<file path="config.mk">
export PLATFORM = sky130hd
export DESIGN_NAME = pc_fetch_redirect
export DESIGN_NICKNAME = d
export VERILOG_FILES = /design/src/rtl/fetch_pkg.sv /design/src/rtl/fetch_skid_buf.sv /design/src/rtl/pc_fetch_redirect.sv
export SDC_FILE = /design/constraint.sdc
export NUM_CORES = 1
export LEC_CHECK = 0
export BUFFER_PORTS_ARGS = -buffer_cell sky130_fd_sc_hd__buf_2
export CORE_MARGIN = 4
export CORE_UTILIZATION = 53
export CTS_CLUSTER_SIZE = 10
export DETAILED_ROUTE_END_ITERATION = 7
export PLACE_DENSITY = 0.79
export SLEW_MARGIN = 5
export SYNTH_ARGS = -nofsm -noshare
export SYNTH_HDL_FRONTEND = slang
export SYNTH_SLANG_ARGS = --single-unit
</file>
<file path="constraint.sdc">
create_clock -name clk -period 4.7 [get_ports clk]
set_input_delay 0.235 -clock clk [delete_from_list [all_inputs] [get_ports clk]]
set_output_delay 0.235 -clock clk [all_outputs]
set_load 0.05 [all_outputs]
</file>
<file path="src/rtl/fetch_pkg.sv">
// Shared types and constants for the fetch/redirect slice.
package fetch_pkg;

  typedef enum logic [1:0] {
    FETCH = 2'd0,
    PEND  = 2'd1,
    TRAP  = 2'd2
  } fetch_state_t;

  localparam logic [31:0] PC_INC     = 32'd4;
  localparam logic [1:0]  ALIGN_MASK = 2'b11;

  function automatic logic is_misaligned(input logic [31:0] addr);
    return |(addr[1:0] & ALIGN_MASK);
  endfunction

endpackage

</file>
<file path="src/rtl/fetch_skid_buf.sv">
// One-entry {pc, instr} holding buffer used while the IF/ID register is stalled.
module fetch_skid_buf
  import fetch_pkg::*;
#(
  parameter int PC_W = 9
) (
  input  logic            clk,
  input  logic            reset,
  input  logic            load,
  input  logic            unload,
  input  logic            clear,
  input  logic [PC_W-1:0] in_pc,
  input  logic [31:0]     in_instr,
  output logic            full,
  output logic [PC_W-1:0] out_pc,
  output logic [31:0]     out_instr
);

  logic            full_r;
  logic [PC_W-1:0] pc_r;
  logic [31:0]     instr_r;

  // clear beats load so a redirect always discards a wrong-path entry
  always_ff @(posedge clk or posedge reset) begin
    if (reset) begin
      full_r  <= 1'b0;
      pc_r    <= '0;
      instr_r <= 32'd0;
    end else if (clear) begin
      full_r  <= 1'b0;
    end else if (load) begin
      full_r  <= 1'b1;
      pc_r    <= in_pc;
      instr_r <= in_instr;
    end else if (unload) begin
      full_r  <= 1'b0;
    end else begin
      full_r  <= full_r;
    end
  end

  assign full      = full_r;
  assign out_pc    = pc_r;
  assign out_instr = instr_r;

endmodule

</file>
<file path="src/rtl/pc_fetch_redirect.sv">
// PC register, imem request handshake, IF/ID register and branch-redirect handling.
module pc_fetch_redirect
  import fetch_pkg::*;
#(
  parameter int              PC_W     = 9,
  parameter logic [PC_W-1:0] RESET_PC = '0,
  parameter int              CNT_W    = 16
) (
  input  logic             clk,
  input  logic             reset,
  input  logic             pc_sel_i,
  input  logic [31:0]      br_pc_i,
  input  logic             stall_i,
  input  logic             imem_ready_i,
  input  logic [31:0]      instr_i,
  output logic             imem_req_o,
  output logic [PC_W-1:0]  imem_addr_o,
  output logic [PC_W-1:0]  if_pc_o,
  output logic [31:0]      if_instr_o,
  output logic             if_valid_o,
  output logic             flush_o,
  output logic             misalign_o,
  output logic [CNT_W-1:0] redirect_cnt_o
);

  localparam logic [PC_W-1:0]  PC_STEP = PC_INC[PC_W-1:0];
  localparam logic [CNT_W-1:0] CNT_ONE = {{(CNT_W-1){1'b0}}, 1'b1};

  fetch_state_t     state_r, state_n;
  logic [PC_W-1:0]  pc_r, pc_n;
  logic [PC_W-1:0]  pend_pc_r, pend_pc_n;
  logic [PC_W-1:0]  if_pc_r, if_pc_n;
  logic [31:0]      if_instr_r, if_instr_n;
  logic             if_valid_r, if_valid_n;
  logic             misalign_r, misalign_n;
  logic [CNT_W-1:0] cnt_r, cnt_n;

  logic             skid_load_s, skid_unload_s, skid_clear_s, skid_full_s;
  logic [PC_W-1:0]  skid_pc_s;
  logic [31:0]      skid_instr_s;

  logic             req_s, acc_s, redirect_s;
  logic [PC_W-1:0]  target_s;
  logic             unused_br_hi_s;

  fetch_skid_buf #(.PC_W(PC_W)) u_skid (
    .clk       (clk),
    .reset     (reset),
    .load      (skid_load_s),
    .unload    (skid_unload_s),
    .clear     (skid_clear_s),
    .in_pc     (pc_r),
    .in_instr  (instr_i),
    .full      (skid_full_s),
    .out_pc    (skid_pc_s),
    .out_instr (skid_instr_s)
  );

  assign req_s          = ~reset & (state_r != TRAP) & ~skid_full_s;
  assign acc_s          = req_s & imem_ready_i;
  assign redirect_s     = pc_sel_i & (state_r != TRAP);
  assign target_s       = br_pc_i[PC_W-1:0];
  assign unused_br_hi_s = ^br_pc_i;

  // Next-state: a redirect overrides stall and sequential advance
  always_comb begin
    state_n       = state_r;
    pc_n          = pc_r;
    pend_pc_n     = pend_pc_r;
    if_pc_n       = if_pc_r;
    if_instr_n    = if_instr_r;
    if_valid_n    = if_valid_r;
    misalign_n    = misalign_r;
    cnt_n         = cnt_r;
    skid_load_s   = 1'b0;
    skid_unload_s = 1'b0;
    skid_clear_s  = 1'b0;

    if (redirect_s) begin
      cnt_n        = (&cnt_r) ? cnt_r : cnt_r + CNT_ONE;
      if_valid_n   = 1'b0;
      skid_clear_s = 1'b1;
      if (is_misaligned(br_pc_i)) begin
        misalign_n = 1'b1;
        state_n    = TRAP;
      end else if (state_r == FETCH) begin
        if (acc_s) begin
          pc_n = target_s;
        end else begin
          pend_pc_n = target_s;
          state_n   = PEND;
        end
      end else begin
        // newest redirect wins; the in-flight response is discarded
        pend_pc_n = target_s;
        if (acc_s) begin
          pc_n    = target_s;
          state_n = FETCH;
        end else begin
          state_n = PEND;
        end
      end
    end else begin
      case (state_r)
        FETCH: begin
          if (acc_s) begin
            pc_n = pc_r + PC_STEP;
          end else begin
            pc_n = pc_r;
          end
          if (stall_i) begin
            skid_load_s = acc_s;
          end else if (skid_full_s) begin
            if_pc_n       = skid_pc_s;
            if_instr_n    = skid_instr_s;
            if_valid_n    = 1'b1;
            skid_unload_s = 1'b1;
          end else begin
            if_pc_n    = pc_r;
            if_instr_n = instr_i;
            if_valid_n = acc_s;
          end
        end
        PEND: begin
          if_valid_n = 1'b0;
          if (acc_s) begin
            pc_n    = pend_pc_r;
            state_n = FETCH;
          end else begin
            state_n = PEND;
          end
        end
        TRAP: begin
          if_valid_n = 1'b0;
          state_n    = TRAP;
        end
        default: begin
          if_valid_n = 1'b0;
          state_n    = TRAP;
        end
      endcase
    end
  end

  // State, PC and IF/ID registers
  always_ff @(posedge clk or posedge reset) begin
    if (reset) begin
      state_r    <= FETCH;
      pc_r       <= RESET_PC;
      pend_pc_r  <= '0;
      if_pc_r    <= '0;
      if_instr_r <= 32'd0;
      if_valid_r <= 1'b0;
      misalign_r <= 1'b0;
      cnt_r      <= '0;
    end else begin
      state_r    <= state_n;
      pc_r       <= pc_n;
      pend_pc_r  <= pend_pc_n;
      if_pc_r    <= if_pc_n;
      if_instr_r <= if_instr_n;
      if_valid_r <= if_valid_n;
      misalign_r <= misalign_n;
      cnt_r      <= cnt_n;
    end
  end

  assign imem_req_o     = req_s;
  assign imem_addr_o    = pc_r;
  assign flush_o        = redirect_s;
  assign if_pc_o        = if_pc_r;
  assign if_instr_o     = if_instr_r;
  assign if_valid_o     = if_valid_r;
  assign misalign_o     = misalign_r;
  assign redirect_cnt_o = cnt_r;

endmodule

</file>
# Yosys cells after proc, flatten, opt, wreduce, memory -nomap -nowiden

Cells that the tools add are included.

Add/sub/neg operators: 2
Multiply operators: 0
Divide/modulo/power cells: 0
Magnitude comparators: 0
Equality and inequality tests: 10
Shift operators: 0
Multiplexer cells: 31
Bitwise gates (word level): 11
Reductions and logical operators: 12

Operators by type and width:

| operator              | number |
|---|---|
| $mux 9                | 8 |
| $mux 32               | 1 |
| $pmux 9 s2            | 1 |
| $add 16x1->16 const B | 1 |
| $mux 1                | 16 |
| $reduce_and 16->1     | 1 |
| $ne 2x2->1 const B    | 6 |
| $add 9x3->9 const B   | 1 |
| $mux 2                | 4 |
| $reduce_and 2->1      | 4 |
| $not 1->1             | 7 |
| $ne 3x3->1 const B    | 2 |
| $reduce_and 3->1      | 2 |
| $reduce_bool 3->1     | 2 |
| $reduce_and 5->1      | 1 |
| $and 1x1->1           | 4 |
| $pmux 2 s2            | 1 |
| $eq 2x1->1 const B    | 1 |
| $logic_not 2->1       | 1 |
| $ne 2x1->1 const B    | 1 |
| $reduce_or 2->1       | 1 |

Bits in registers: 121
Latch bits: 0
RAM bits: 0
Bits in read-only memories: 0
Input bits: 69
Output and inout bits: 70
Logic and storage cells: 77
Memories kept: 0

# Logic depth before layout (Yosys ltp)

Gate-level depths: netlist of the first run.

Word-level depth: 9
Depth in mapped cells: 6

# By module

Synthesis of the first run repeated with hierarchy kept, for this count alone.

Cell total of the unflattened synthesis: 466
Area total of the unflattened synthesis: 5,728.0 um^2

By module, submodules not included:

| module            | instances | cells an instance | area each (um^2) | sequential area each (um^2) |
|---|---|---|---|---|
| pc_fetch_redirect | 1         | 373               | 3,941.3          | 1,976.9 |
| fetch_skid_buf    | 1         | 93                | 1,786.7          | 1,051.0 |

# Worst setup path before layout of the first run

Ideal clock, no wire load.

Kind: flip-flop to flip-flop
Start: register cnt_r[0], in the netlist redirect_cnt_o[0]
End: register cnt_r[1], in the netlist redirect_cnt_o[1]
Setup time: 125 ps
Data arrival time: 2,032 ps
Data required time: 4,575 ps
Path slack: 2,543 ps
Stages on the path, launching flop included: 6
Period minus slack after synthesis: 2,157 ps
Path through: dfrtp_1 -> ha_1 -> nand4_2 -> nor4_4 -> nor2_1 -> mux2_2

Longest elaborated chain between the ends: 3

Ends and longest elaborated chain:

| item                                                                  | RTL line                 | RTL |
|---|---|---|
| from (decl)                                                           | pc_fetch_redirect.sv:36  | `logic [CNT_W-1:0] cnt_r, cnt_n;` |
| from (signal assigned)                                                | pc_fetch_redirect.sv:164 | `cnt_r <= cnt_n;` |
| parallel branches: the longest is 3 deep, another holds $add 16x1->16 | n/a                      |  |

Parallel ways; which one is timed is not known.
A chain may end at the register's enable or synchronous reset.

# Final worst setup path of the first run

Start: register state_r[0]
End: output port flush_o

Longest elaborated chain between the ends: 2

Ends and longest elaborated chain:

| item                   | RTL line                 | RTL |
|---|---|---|
| from (decl)            | pc_fetch_redirect.sv:29  | `fetch_state_t state_r, state_n;` |
| from (signal assigned) | pc_fetch_redirect.sv:157 | `state_r <= state_n;` |
| $ne 2x2->1             | pc_fetch_redirect.sv:61  | `assign redirect_s = pc_sel_i & (state_r != TRAP);` |
| $and 1x1->1            | pc_fetch_redirect.sv:61  |  |
| to (decl)              | pc_fetch_redirect.sv:21  | `output logic flush_o,` |

Every way passes these cells.

==> results of run 1 <==
## routing by layer
metal,track usage [%],up-vias
met3,6.22,8
met2,34.5,138
li1,-,1965
met5,0,-
met4,6.90,0
met1,28.5,2047
## power by group
part	switching, mW	internal (mW)	total, mW
clock network	0.470	0.697	1.17
registers	0.0794	1.15	1.23
logic	0.485	0.191	0.677
total	1.03	2.04	3.07
## path summary, 6_finish.rpt
path                                        end    startpoint  slack [ns]  cells past startpoint
min reg2reg                        pend_pc_r[0]  pend_pc_r[0]        0.49                      1
max in group asynchronous           u_skid.full         reset        3.59                      3
min                           redirect_cnt_o[5]         reset        0.01                      2
max                                     flush_o    state_r[0]        1.91                      4
min in group clk                     state_r[1]    br_pc_i[1]        0.11                      3
max reg2reg                u_skid.out_instr[31]    state_r[0]        2.23                      5
## cell families (layout without fill, tap and decap cells)
logic type / Yosys count / after routing / share of synthesized area [%]
AOI/OAI and AO/OA: 75 / 75 / 8.07
xor gates and xnor gates: 14 / 14 / 2.18
adders and majority gates: 2 / 2 / 0.446
buffers and inverters: 28 / 194 / 2.50
DFF: 121 / 121 / 53.9
muxes: 96 / 96 / 20.9
and+or+nand+nor: 128 / 128 / 11.9
## layout make-up
class	count	area (µm²)
repair buffers	158	996
well taps	136	170
fillers	750	3110
flip-flops and latches	121	3030
clock inverters	15	131
multi-input cells	315	2450
inverters	4	17.5
clock buffers	17	414
## state kept, by name (all words and copies together), names as in the netlist
signal and cells:
state_r 2, if_instr_o 32, u_skid.out_instr 32, u_skid.out_pc 9, imem_addr_o 9, if_pc_o 9, misalign_o 1, u_skid.full 1
if_valid_o 1, pend_pc_r 9, redirect_cnt_o 16
## critical path: cells and delay by family, from the launching register on
kind	cells	cell delay, ns
buf+inv	2	0.72
flops	1	0.58
simple gates	2	0.75
## synth_stat cells, types with 2 or more instances
cell type  instances
nand3_1           14
a21oi_1           46
and2_1             4
buf_1              3
xnor2_1            4
nand4_1            6
mux2i_1           42
and3_1             2
nand2_1           16
a22o_1             4
buf_6              4
ha_1               2
mux2_2            15
nor2b_1            3
clkbuf_1          15
o21a_1             5
inv_1              3
and4_1             2
nor3b_1            4
nor2_1            50
o211ai_1           3
dfrtp_1          121
nand2b_1           4
a211o_1            2
nor4b_1            2
nor3_1            11
a211oi_1           2
xor2_1            10
mux2_4            39
o21ai_0            5
nor4_1             4
## per-stage QoR
step / std cells / hold WS, ns / total power, mW / setup slack, ns
final: 766 / 0.0147 / 3.07 / 1.91
after global placement: 695 / 0.457 / 1.87 / 2.29
after floorplan: 464 / 0.383 / 1.72 / 1.25
after detailed placement: 695 / 0.474 / 1.90 / 2.22
after global routing: 766 / 0.0900 / 3.20 / 1.76
after CTS: 766 / 0.0563 / 3.10 / 1.91
==> results.txt, run 1 <==
Syn_nets - 535
Clock sink count - 121
Die Span Y - 111 µm
Hold/Removal Path Class - input port to async pin
Number of flops mapped to enable cells by yosys - 0
Yosys warnings - 0
Final wirelength - 12900 µm
Core ar. - 10300 µm²
Max_slew headroom - 26.4%
Leak - 3.56 nW
Clk buf depth - 2
Largest net degree at the start of global routing - 92
Crit path time final - 2.79 ns
Worst-Margin Slew - 1.10 ns
Yosys top cell by area - dfrtp_1
Row Count - 37
Highest metal used - met4
Initial antenna violation count - 0
Post-CTS Setup Inserts - 0
Final setup viols - 0
Hold Fails Final Rpt - 0
Max Transition Viols Final - 0
Fin crit share - 59.3%
Clk Tree Root Cell - clkbuf_8
H-tree levels - 4
Final instance area - 7210 µm²
Reg clk slew, reported paths - 0.06 ns
WL met2 - 6190 µm
Max VDD drop - 0.257 mV
Antenna-violating nets left - 0
F_max - 359 MHz
Routed wl met3 - 748 µm
I/O Buffers - 115
Area share of the largest cell type after synthesis - 53.9%
Die W - 111 µm
Peak fanout along the critical path - 16
Detailed Route Iter0 Violations - 223
Tot GR Track Use - 21.6%
RSZ-0062 raised after global routing - no
WP data required - 4.47 ns
DRT Pass-1 Iters - 4
Routed vias - 4158
Initial core utilization - 54.4%
Mapped Area - 5610 µm²
Grt ovf - 0
Commonest non-fill, non-tap cells in the layout - 120 x dfrtp_1, 115 x buf_2, 50 x nor2_1
Area grow syn2layout - 28.4%
Crit end category - primary output
Fin util - 69.8%
Max incr delay on CP - 0.58 ns
Crit path launch type - register
Status - finished, final reports clean
# DRC - 0
CP Cell Sequence - nand2b_1 -> nand2_1 -> clkinv_1 -> buf_2
Most common cell after layout, fill and taps aside - dfrtp_1
Ratio of cells with drive above 1 in the final layout - 34.3%
CTS tree - yes
Via density - 5.43
Worst Path Arrival - 2.55 ns
Met1 WL - 5820 µm
First-pass GRT wire length - 21700 µm
PwrDens - 426 nW/µm²
Setup skew after layout - 0.00790 ns
CP max-delay cell - dfrtp_1
Worst-Skew Late Latency - 0.50 ns
Vias in the first global route - 4355
Max-Cap Viols - 0
Cts hold-fix bufs - 39
DP Area - 6270 µm²
Post-Syn Instances - 464
Distinct cells, synth - 48
Synth Area per Inst - 12.1 µm²
Setup TNS - 0 ns
ANT cells - 0
DR WL/cell - 16.8 µm
IO Pins - 139
Sequential fraction of the synthesis area - 53.9%
Num CTS Buffers - 17
Area contributors post-synth - dfrtp_1 54%, mux2_4 10%, mux2i_1 7.5%
Final #Nets - 688
Synth async-reset ratio - 100%
Flop and latch count out of synthesis - 121
DP Wirelength - 8160 µm
Die area - 12300 µm²
Post-CTS resize count - 0
Global placer's final weighted congestion - 0.806
Prevailing post-synth register cell - dfrtp_1
Critical path class - register to primary output
No activity file was read; power rests on OpenSTA's default activity.
==> run 2, diff against run 1 <==
CORE_UTILIZATION = 48   (was 53)
PLACE_DENSITY = 0.76   (was 0.79)
clock period = 2.2 ns   (was 4.7 ns; I/O delays follow)
==> run 2 against run 1 <==
Sequential share of layout area is 1.1 points lower. Largest power group is now the clock network. Design area rose by 2.7%. Register-to-register slack worse by 1.9 ns. Cell count increased by 1.8%. Via count grew 0.72%. Combinational power rose by 110%. Largest cell class unchanged. Die area increased by 9.6%. First-iteration DRC count rose by 22%. Critical path depth down 1. Setup slack lost 1.7 ns.
==> results.txt, run 2 (same netlist as run 1, synthesis figures left out) <==
First-pass GRT wire length - 20900 µm (-3.6%)
Max_slew headroom - 48.3% (+22 points)
Ratio of cells with drive above 1 in the final layout - 34.1% (-0.22 points)
Die W - 116 µm (+4.7%)
Worst-Skew Late Latency - 0.41 ns (-0.09 ns)
Reg clk slew, reported paths - 0.05 ns (about the same)
Max-Cap Viols - 0 (unchanged)
Setup TNS - 0 ns (unchanged)
Setup skew after layout - 0.0120 ns (+0.00412 ns)
Worst-Margin Slew - 0.776 ns (-0.328 ns)
DP Worst Slack - 0.330 ns (-1.89 ns)
Most common cell after layout, fill and taps aside - dfrtp_1
# DRC - 0 (unchanged)
Fillers - 829 (+11%)
Tot GR Track Use - 20.0% (-1.6 points)
Hold/Removal Path Class - input port to register
Crit end category - primary output
H-tree levels - 4 (unchanged)
Fin cells - 780 (+1.8%)
Via density - 5.37 (-1.1%)
CTS tree - yes
Status - finished, final reports clean
Fin worst setup slack - 0.205 ns (-1.71 ns)
Clk buf depth - 2 (unchanged)
Fin crit share - 90.7%
Post-CTS resize count - 0 (unchanged)
Die area - 13500 µm² (+9.6%)
Initial core utilization - 49.2% (-5.2 points)
Commonest non-fill, non-tap cells in the layout - 120 x dfrtp_1, 115 x buf_2, 50 x nor2_1
Row Count - 39 (+5.4%)
CP max-delay cell - dfrtp_2
Clk Tree Root Cell - clkbuf_16
ANT cells - 0 (unchanged)
Antenna-violating nets left - 0 (unchanged)
CP Cell Sequence - buf_4 -> nor3_1 -> buf_2
DP Area - 6380 µm² (+1.7%)
Max Transition Viols Final - 0 (unchanged)
Peak fanout along the critical path - 43 (+27)
Vias in the first global route - 4252 (-2.4%)
Routed vias - 4188 (+0.72%)
Final instance area - 7400 µm² (+2.7%)
Detailed Route Iter0 Violations - 272 (+22%)
Final setup viols - 0 (unchanged)
WP data required - 2.09 ns (-2.38 ns)
DRT Pass-1 Iters - 4 (unchanged)
IO Pins - 139 (unchanged)
Clock sink count - 121 (unchanged)
Final #Nets - 695 (+1.0%)
Hold Fails Final Rpt - 0 (unchanged)
Crit path time final - 2.00 ns
Die Span Y - 116 µm (+4.7%)
Fin util - 64.8% (-5.0 points)
F_max - 501 MHz
Core ar. - 11400 µm² (+11%)
Worst Path Arrival - 1.89 ns (-0.66 ns)
Max VDD drop - 0.690 mV (+170%)
Grt ovf - 0 (unchanged)
# placed instances - 708 (+1.9%)
DP Wirelength - 8230 µm (+0.92%)
Global placer's final weighted congestion - 0.832 (+3.2%)
Largest net degree at the start of global routing - 84 (-8.7%)
PwrDens - 944 nW/µm² (+120%)
I/O Buffers - 115 (unchanged)
Final wirelength - 13000 µm (+1.3%)
Area grow syn2layout - 31.9%
RSZ-0062 raised after global routing - no
Initial antenna violation count - 0 (unchanged)
DR WL/cell - 16.7 µm (-0.57%)
Critical path class - register to primary output
Num CTS Buffers - 17 (unchanged)
Leak - 3.67 nW (+3.0%)
Max incr delay on CP - 0.42 ns (-0.16 ns)
Crit path launch type - register
-- run 2: cell count changes in the layout (fill, tap and decap cells not counted), sizes merged --
cell         previous run  this run
dlygate4sd3            39        40
bufinv                  1         4
inv                     3         2
clkinvlp                8         1
clkinv                  7         4
buf                   119       125
clkbuf                 17        25
-- run 2: worst paths after layout --
check | depth (start not counted) | slack (ns) | end | startpoint
worst max register to register | 5 | 0.29 | redirect_cnt_o[13] | state_r[1]
worst min register to register | 1 | 0.48 | misalign_o | misalign_o
min in group asynchronous | 3 | 0.30 | if_valid_o | reset
worst min-delay path | 3 | 0.05 | misalign_o | br_pc_i[0]
worst max-delay path | 3 | 0.20 | imem_req_o | u_skid.full
max in group asynchronous | 4 | 1.20 | u_skid.out_instr[18] | reset
-- run 2: what timing repair did --
item                       4_1_cts  5_1_grt
setup endpoints to repair        0        0
hold buffers                    40        0
hold endpoints to repair        58        0
setup buffers                    0        0
-- run 2: routing by layer --
| metal | track usage [%] | wire length, µm | up-vias |
|---|---|---|---|
| met5 | 0 | 0 | - |
| met2 | 32.7 | 6370 | 134 |
| met3 | 5.80 | 889 | 15 |
| li1 | - | - | 1983 |
| met4 | 7.19 | 172 | 0 |
| met1 | 25.4 | 5600 | 2056 |
-- run 2: where the power goes --
group / leakage, nW / total (mW) / switching [mW] / internal, mW
clock network: 0.305 / 2.92 / 0.935 / 1.98
registers: 1.59 / 2.62 / 0.163 / 2.46
logic: 1.78 / 1.45 / 1.04 / 0.416
-- run 2: final cells by class --
class | instances | area (µm²) | area share, %
Sequential cell | 121 | 3030 | 40.9
Multi-Input combinational cell | 315 | 2450 | 33.1
Timing Repair Buffer | 165 | 1100 | 14.9
Clock buffer | 25 | 485 | 6.56
Tap cell | 143 | 179 | 2.42
Clock inverter | 7 | 139 | 1.88
Inverter | 4 | 18.8 | 0.254
-- run 2: per-stage QoR --
step                      power [mW]  hold slack (ns)
after CTS                       7.06           0.0304
after floorplan                 3.67            0.258
final                           6.99           0.0451
after global routing            7.30           0.0647
after detailed placement        4.06            0.181
after global placement          4.01            0.168
-- run 2: worst max-delay path, delay by kind of cell, from the launching register on --
| kind | cells | cell delay (ns) |
|---|---|---|
| buffers and inverters | 2 | 0.69 |
| AND/OR/NAND/NOR | 1 | 0.36 |
| flip-flops | 1 | 0.42 |
==> run 3, diff against run 2 <==
ABC_AREA = 1   (was not set)
CORE_UTILIZATION = 45   (was 48)
PLACE_DENSITY = 0.72   (was 0.76)
==> run 3 against run 2 <==
Routed wire length shrank 2.5%. Synthesized area rose by 3.4%. Flip-flop and latch count unchanged. Combinational power rose to 3.0 times the previous value. Synthesized cell count up 56%. Critical path depth rose by 5. Cell count rose by 36%. Clock power is 12% lower. Sequential power grew 40%. Clock-buffer cell count up 3. Sequential share of layout area is 0.42 points lower. Setup slack better by 0.22 ns. Critical endpoint is now redirect_cnt_o[7].
==> results.txt, run 3 <==
Status - finished, final reports clean
Crit path launch type - register
RSZ-0062 raised after global routing - no
I/O Buffers - 115 (unchanged)
Fin util - 59.3% (-5.6 points)
Commonest non-fill, non-tap cells in the layout - 266 x nand2_1, 121 x dfrtp_1, 115 x buf_2
Core ar. - 12600 µm² (+11%)
Max VDD drop - 0.481 mV (-30%)
F_max - 562 MHz (+12%)
Area contributors post-synth - dfrtp_1 52%, nand2_1 17%, o21ai_0 6.0%
Fin crit share - 80.8% (-9.9 points)
Clock sink count - 121 (unchanged)
Yosys warnings - 0 (unchanged)
Final wirelength - 12700 µm (-2.5%)
DP Wirelength - 8280 µm (+0.64%)
Worst-Margin Slew - 0.698 ns (-0.0774 ns)
Most common cell after layout, fill and taps aside - nand2_1
Max_slew headroom - 53.5% (+5.2 points)
H-tree levels - 4 (unchanged)
Final #Nets - 948 (+36%)
DP Worst Slack - 0.424 ns (+0.0933 ns)
Setup TNS - 0 ns (unchanged)
Prevailing post-synth register cell - dfrtp_1
Critical path class - register to register
Row Count - 41 (+5.1%)
Initial core utilization - 46.0% (-3.2 points)
Final setup viols - 0 (unchanged)
Vias in the first global route - 4440 (+4.4%)
ANT cells - 0 (unchanged)
WP data required - 2.50 ns (+0.41 ns)
Area grow syn2layout - 28.8%
Yosys top cell by area - dfrtp_1
Grt ovf - 0 (unchanged)
DRT Pass-1 Iters - 4 (unchanged)
PwrDens - 1410 nW/µm² (+50%)
Worst Path Arrival - 2.08 ns (+0.19 ns)
Most numerous cell in the Yosys netlist - nand2_1
Routed vias - 4963 (+19%)
Largest net degree at the start of global routing - 122 (+45%)
Clk Tree Root Cell - clkbuf_16
Die area - 14800 µm² (+9.6%)
Fillers - 1165 (+41%)
Sequential fraction of the synthesis area - 52.2% (-1.8 points)
Antenna-violating nets left - 0 (unchanged)
Post-CTS resize count - 0 (unchanged)
Hold_ws - 0.0542 ns (+0.00915 ns)
Final instance area - 7480 µm² (+1.0%)
Synth async-reset ratio - 100% (unchanged)
Initial antenna violation count - 0 (unchanged)
Worst-Skew Late Latency - 0.41 ns (about the same)
Setup skew after layout - 0.00838 ns (-0.00364 ns)
DP Area - 6520 µm² (+2.1%)
Distinct cells, synth - 29 (-40%)
Number of flops mapped to enable cells by yosys - 0 (unchanged)
IO Pins - 139 (unchanged)
Max Transition Viols Final - 0 (unchanged)
Tot GR Track Use - 18.1% (-1.9 points)
Top cells by count, synth - 266 x nand2_1, 121 x dfrtp_1, 76 x inv_1, 70 x o21ai_0, 41 x o21a_1
Hold/Removal Path Class - input port to register
# DRC - 0 (unchanged)
Clk buf depth - 2 (unchanged)
Peak fanout along the critical path - 12 (-72%)
Synth Area per Inst - 8.04 µm² (-34%)
Reg clk slew, reported paths - 0.05 ns (about the same)
CTS tree - yes
Area share of the largest cell type after synthesis - 52.2% (-1.8 points)
Hold Fails Final Rpt - 0 (unchanged)
Crit end category - register
Syn_nets - 793 (+48%)
Post-Syn Instances - 722 (+56%)
Ratio of cells with drive above 1 in the final layout - 19.0% (-15 points)
Num CTS Buffers - 17 (unchanged)
Crit path time final - 1.78 ns (-0.217 ns)
Mapped Area - 5800 µm² (+3.4%)
Leak - 3.71 nW (+1.1%)
Die Span Y - 122 µm (+4.7%)
Fin worst setup slack - 0.421 ns (+0.217 ns)
First-pass GRT wire length - 21100 µm (+0.72%)
Global placer's final weighted congestion - 0.769 (-7.6%)
Via density - 4.68 (-13%)
Flop and latch count out of synthesis - 121 (unchanged)
Detailed Route Iter0 Violations - 301 (+11%)
Max-Cap Viols - 0 (unchanged)
Die W - 122 µm (+4.7%)
DR WL/cell - 12.0 µm (-28%)
==> run 3: layer usage <==
| layer | vias up | part of all wire [%] | global-route usage, % |
|---|---|---|---|
| met5 | - | 0 | 0 |
| li1 | 2589 | - | - |
| met4 | 0 | 2.0 | 7.70 |
| met1 | 2248 | 48 | 24.8 |
| met3 | 24 | 4.9 | 5.20 |
| met2 | 102 | 45 | 27.0 |
==> run 3: timing repair <==
action | in CTS | in global routing
setup buffers | 0 | 0
hold buffers | 41 | 0
hold endpoints to repair | 161 | 0
==> run 3: final timing paths <==
| kind | start | slack (ns) | cells past startpoint | end |
|---|---|---|---|---|
| setup reg to reg | redirect_cnt_o[0] | 0.42 | 8 | redirect_cnt_o[7] |
| hold / removal | pc_sel_i | 0.05 | 3 | misalign_o |
| setup / recovery | redirect_cnt_o[0] | 0.42 | 8 | redirect_cnt_o[7] |
| min in group asynchronous | reset | 0.40 | 4 | pend_pc_r[1] |
| max in group asynchronous | reset | 1.23 | 4 | if_instr_o[14] |
| hold reg to reg | u_skid.out_instr[15] | 0.47 | 2 | u_skid.out_instr[15] |
==> run 3: kinds of logic (layout without fill, tap and decap cells) <==
kind of cell	count (synthesis)	count (layout)	synth area share (%)
AO/OA/AOI/OAI	146	146	15.2
XOR/XNOR	7	7	1.06
AND/OR/NAND/NOR	336	336	22.9
adder cells (fa/ha/maj)	2	2	0.431
flip-flops	121	121	52.2
buffers and inverters	110	276	8.24
==> run 3: through the flow <==
step,std cells,total power [mW]
floorplan,722,6.99
global placement,989,7.92
detailed placement,989,8.00
CTS,1060,10.7
global route,1060,11.2
finish,1060,10.6
==> run 3: area by class of cell <==
class	instances	area, µm²	area share (%)
inverters	80	304	4.07
multi-input cells	491	2300	30.8
repair buffers	166	1070	14.4
clock inverters	2	35.0	0.469
clock buffers	28	517	6.91
well taps	172	215	2.88
flip-flops and latches	121	3030	40.5
==> run 3: critical path, stage by stage, from the launching register on <==
cell and delay (ns):
dfrtp_1 0.41, ha_1 0.27, inv_1 0.09, nor2_1 0.17, nand2_2 0.10, o21ai_4 0.29, inv_2 0.18, nand2_1 0.10
nand2_1 0.05
==> run 3: report_power, final <==
part	internal, mW	switching, mW
Combinational	1.23	3.09
Sequential	3.12	0.548
Clock	1.69	0.897
